<file path="src/rtl/alu3_bcd_pkg.sv">
// Shared constants for the 3-bit BCD ALU: operation selects and output codes.
package alu3_bcd_pkg;

  localparam logic [1:0] MODE_ADD = 2'd0;
  localparam logic [1:0] MODE_SUB = 2'd1;
  localparam logic [1:0] MODE_MUL = 2'd2;
  localparam logic [1:0] MODE_DIV = 2'd3;

  // Tens-nibble marker for a negative subtract result.
  localparam logic [3:0] BCD_MINUS = 4'hF;
  // Full-byte marker for divide by zero.
  localparam logic [7:0] DIV0_CODE = 8'hEE;

endpackage

</file>
<file path="src/rtl/alu3_bcd_bin6_to_bcd.sv">
// 6-bit binary (0..63) to two packed BCD digits using shift-add-3.
module bin6_to_bcd (
  input  logic [5:0] bin,
  output logic [7:0] bcd
);

  logic [13:0] scratch;

  // Double dabble: correct each BCD column before every shift.
  always_comb begin
    scratch = {8'd0, bin};
    for (int i = 0; i < 6; i++) begin
      if (scratch[9:6] >= 4'd5)   scratch[9:6]   = scratch[9:6] + 4'd3;
      if (scratch[13:10] >= 4'd5) scratch[13:10] = scratch[13:10] + 4'd3;
      scratch = scratch << 1;
    end
    bcd = scratch[13:6];
  end

endmodule

</file>
<file path="src/rtl/alu3_bcd.sv">
// Registered 3-bit ALU (add/sub/mul/div) with a packed two-digit BCD result.
module alu3_bcd
  import alu3_bcd_pkg::*;
(
  input  logic       clk,
  input  logic       reset,
  input  logic [2:0] left,
  input  logic [2:0] right,
  input  logic [1:0] mode,
  output logic [7:0] data
);

  logic [3:0] sum;
  logic       neg;
  logic [2:0] mag;
  logic [5:0] prod;
  logic [5:0] conv_in;
  logic [7:0] conv_out;
  logic [3:0] quo;
  logic [2:0] rem;
  logic [7:0] next_data;

  assign sum  = {1'b0, left} + {1'b0, right};
  assign neg  = left < right;
  assign mag  = neg ? (right - left) : (left - right);
  assign prod = {3'b000, left} * {3'b000, right};

  // One shared converter; the mode picks which binary value it sees.
  always_comb begin
    case (mode)
      MODE_ADD: conv_in = {2'b00, sum};
      MODE_SUB: conv_in = {3'b000, mag};
      MODE_MUL: conv_in = prod;
      default:  conv_in = 6'd0;
    endcase
  end

  bin6_to_bcd u_bin6_to_bcd (
    .bin (conv_in),
    .bcd (conv_out)
  );

  // Divide by repeated subtraction; seven steps cover the worst case 7/1.
  always_comb begin
    rem = left;
    quo = 4'd0;
    for (int i = 0; i < 7; i++) begin
      if (right != 3'd0 && rem >= right) begin
        rem = rem - right;
        quo = quo + 4'd1;
      end
    end
  end

  // Result mux including the minus and divide-by-zero codes.
  always_comb begin
    case (mode)
      MODE_SUB: next_data = neg ? {BCD_MINUS, conv_out[3:0]} : conv_out;
      MODE_DIV: next_data = (right == 3'd0) ? DIV0_CODE : {quo, 1'b0, rem};
      default:  next_data = conv_out;
    endcase
  end

  // Output register; reset clears it immediately.
  always_ff @(posedge clk or posedge reset) begin
    if (reset) data <= 8'h00;
    else       data <= next_data;
  end

endmodule

</file>
<file path="config.mk">
export PLATFORM = sky130hd
export DESIGN_NAME = alu3_bcd
export DESIGN_NICKNAME = d
export VERILOG_FILES = /design/src/rtl/alu3_bcd_pkg.sv /design/src/rtl/alu3_bcd_bin6_to_bcd.sv /design/src/rtl/alu3_bcd.sv
export SDC_FILE = /design/constraint.sdc
export NUM_CORES = 1
export LEC_CHECK = 0
export CORE_ASPECT_RATIO = 1.2
export CORE_MARGIN = 3
export CORE_UTILIZATION = 62
export DETAILED_ROUTE_END_ITERATION = 10
export PLACE_DENSITY_LB_ADDON = 0.05
export SLEW_MARGIN = 20
export SYNTH_ARGS = -nofsm -noshare
export SYNTH_HDL_FRONTEND = slang
export SYNTH_SLANG_ARGS = --single-unit
</file>
<file path="constraint.sdc">
create_clock -name clk -period 0.8 [get_ports clk]
set_clock_uncertainty 0.05 [all_clocks]
set_input_delay 0.12 -clock clk [delete_from_list [all_inputs] [get_ports clk]]
set_output_delay 0.12 -clock clk [all_outputs]
set_load 0.05 [all_outputs]
</file>
==> impl_metrics.json, run 1 <==
{
  "syn_nets": 388,
  "start_util": 0.674,
  "ys_warn_count": 0,
  "yosysMostFrequentCell": "ha_1",
  "synth-main-ff-cell": "dfrtp_1",
  "yosys-top-cells-count": "ha_1 (40), nand2_1 (28), inv_1 (26), nor2_1 (22), a21oi_1 (14)",
  "die_x_um": 66.9,
  "synth-edff-count": 0,
  "synth_seq_cells": 8,
  "synth_area_um2": 2760,
  "synth_top_area_share": 0.181,
  "die_h_um": 79.1,
  "synth.area.top_cells": "ha_1 (18%), fa_1 (8.0%), dfrtp_1 (7.3%)",
  "yosys.area.top_type": "ha_1",
  "ys_seq_area_frac": 0.0725,
  "io-pin-count": 18,
  "status": "aborted with a tool error",
  "gp_congestion": 0.993,
  "synthDistinctLibCells": 68,
  "syn_avg_cell_area_um2": 8.44,
  "rows": 25,
  "stop_stage": "detailed placement",
  "syn_inst": 327,
  "async_flop_share": 1.00,
  "portBuffers": 17,
  "error": "[ERROR DPL-0038] Utilization greater than 100%, impossible to legalize"
}
==> kinds of logic after synthesis <==
group	Yosys count	share of synthesized area
AOI/OAI and AO/OA	83	0.235
xor gates and xnor gates	22	0.0920
adders and majority gates	51	0.261
buffers and inverters	35	0.0517
DFF	8	0.0725
muxes	24	0.0943
and+or+nand+nor	104	0.194
==> per-stage QoR <==
stage | hold WS [ns] | setup WS (ns) | setup TNS [ns] | instance area [µm²]
floorplan | -0.114 | -8.29 | -60.85 | 2970
global placement | 0.324 | -8.25 | -60.90 | 4170
==> run 2, diff against run 1 <==
--- a/config.mk
+++ b/config.mk
@@ -5,11 +5,10 @@
 export SDC_FILE = /design/constraint.sdc
 export NUM_CORES = 1
 export LEC_CHECK = 0
-export CORE_ASPECT_RATIO = 1.2
 export CORE_MARGIN = 3
-export CORE_UTILIZATION = 62
+export CORE_UTILIZATION = 40
 export DETAILED_ROUTE_END_ITERATION = 10
-export PLACE_DENSITY_LB_ADDON = 0.05
+export PLACE_DENSITY_LB_ADDON = 0.15
 export SLEW_MARGIN = 20
 export SYNTH_ARGS = -nofsm -noshare
 export SYNTH_HDL_FRONTEND = slang
==> run 2 against run 1 <==
Effect of this change:
- the flow now finishes, with violations (negative setup slack)
- synthesized area is the same
- synthesized cell count is the same
==> impl_metrics.json, run 2 <==
{
  "cts_buffer_depth": 2,
  "top_regs": "data: 8 flops",
  "start_util": 0.423,
  "syn_nets": 388,
  "gr-total-overflow": 0,
  "use_met3": 0.0111,
  "startpoint_type": "input port",
  "num_vias": 3042,
  "violations": "negative setup slack",
  "crit_family": "compound AO/OA/AOI/OAI gates",
  "synth_seq_cells": 8,
  "clock_sinks": 8,
  "fin_util": 0.723,
  "antenna_left": 0,
  "synth.area.top_cells": "ha_1 (18%), fa_1 (8.0%), dfrtp_1 (7.3%)",
  "final_common_cell": "buf_4",
  "cts-htree-levels": 1,
  "worstMarginPinSlew_ns": 0.599,
  "cts_buffers": 3,
  "syn_inst": 327,
  "maxCapViolCount": 0,
  "yosys-top-cells-count": "ha_1 (40), nand2_1 (28), inv_1 (26), nor2_1 (22), a21oi_1 (14)",
  "wl_mm": 8.54,
  "nNetsFinal": 555,
  "portBuffers": 17,
  "clock.fmax_mhz": 119,
  "maxSlewHeadroom": 0.597,
  "first_pass_iters": 4,
  "syn_avg_cell_area_um2": 8.44,
  "routed_via_density": 5.35,
  "fin_crit_sh": 10.5,
  "place_area_um2": 4170,
  "initialDrtViolationCount": 60,
  "grt_max_degree": 19,
  "grt_pass1_wl_mm": 14.1,
  "antenna_found_initial": 0,
  "gr-usage-met1": 0.270,
  "slowest_delay_ns": 0.35,
  "gp_congestion": 0.896,
  "clk_pin_slew_ns": 0.04,
  "antennaDiodeCount": 0,
  "largest_reg_flops": 8,
  "fill_cells": 488,
  "area_growth_pct": 71.1,
  "ys_seq_area_frac": 0.0725,
  "synthDistinctLibCells": 68,
  "synth_top_area_share": 0.181,
  "rsz0062_at_grt": "true",
  "grt_pass1_vias": 3171,
  "cts_tree": "built",
  "async_flop_share": 1.00,
  "cp-end-kind": "flop",
  "cp_max_fo": 5,
  "fin_crit_ns": 8.37,
  "crit_buf_inv": 5,
  "ctsHoldBuffers": 0,
  "layout_common_cells": "buf_4 (149), nand2_1 (23), ha_1 (21)",
  "largest_register": "data",
  "final_area_um2": 4720,
  "dieArea_um2": 7930,
  "yosys.area.top_type": "ha_1",
  "cp.arrival_ns": 8.49,
  "die_x_um": 89.1,
  "pre_cts_ws_ns": -8.42,
  "drive_gt1_frac": 0.561,
  "critPathSlowestCell": "mux2_4",
  "synth-edff-count": 0,
  "io-pin-count": 18,
  "ys_warn_count": 0,
  "slew_viol_final": 0,
  "grtUsageMet2": 0.428,
  "wl_per_cell_um": 15.0,
  "synth_area_um2": 2760,
  "drc": 0,
  "cts_root_buffer": "clkbuf_8",
  "setup_viol": 16,
  "track_usage": 0.223,
  "finalWorstSetupSlack_ns": -7.57,
  "hold_violations": 0,
  "coreArea_um2": 6530,
  "status": "finished with violations",
  "top_usage_layer": "met2",
  "dpl.hpwl_mm": 6.49,
  "critical_path_required_ns": 0.91,
  "die_h_um": 89.1,
  "rows": 29,
  "synth-main-ff-cell": "dfrtp_1",
  "holdWs_ns": 0.0948,
  "yosysMostFrequentCell": "ha_1",
  "path_class": "in2reg",
  "min_path_type": "in2async",
  "crit_path_frequent_cell": "ha_4"
}
==> run 2: cell counts after synthesis <==
Identical to the previous run, type by type.
==> run 2: layout make-up <==
cell class | count | area (µm²) | share of cell area
clock buffers | 3 | 41.3 | 0.00874
inverters | 28 | 111 | 0.0236
multi-input cells | 284 | 2880 | 0.610
flip-flops and latches | 8 | 200 | 0.0424
well taps | 77 | 96.3 | 0.0204
repair buffers | 169 | 1400 | 0.295
==> run 2: routing by layer <==
layer / vias to the layer above / wire, µm
met5: - / 0
met4: 0 / 146
met3: 18 / 239
met2: 63 / 4580
met1: 1437 / 3570
li1: 1524 / -
==> run 2: worst paths after layout <==
check | from | to | slack, ns | cells past startpoint
min in group clk | left[0] | data[0]$_DFF_PP0_ | 0.51 | 5
max in group asynchronous | reset | data[0]$_DFF_PP0_ | 0.38 | 2
worst min-delay path | reset | data[7]$_DFF_PP0_ | 0.09 | 2
worst max-delay path | right[2] | data[2]$_DFF_PP0_ | -7.57 | 44
==> run 2: metrics by stage <==
step                instances  TNS, ns
finish                    569   -57.35
global route              569   -60.51
CTS                       561   -56.83
detailed placement        533   -62.55
global placement          533   -61.14
floorplan                 327   -60.85
==> run 2: cell families after synthesis <==
| kind of cell | after synthesis | share of synthesized area |
|---|---|---|
| AND/OR/NAND/NOR | 104 | 0.194 |
| AO/OA/AOI/OAI | 83 | 0.235 |
| multiplexers | 24 | 0.0943 |
| buffers and inverters | 35 | 0.0517 |
| flip-flops | 8 | 0.0725 |
| adder cells (fa/ha/maj) | 51 | 0.261 |
| XOR/XNOR | 22 | 0.0920 |
==> run 2: timing repair <==
item / CTS / global route
buffers inserted: 30 / 8
pin swaps: 50 / 31
setup endpoints to repair: 16 / 16
resized for setup: 80 / 11
Power of run 2 is not shown: default switching activity piles up to over one toggle a cycle in this logic, so the estimate is an artifact.
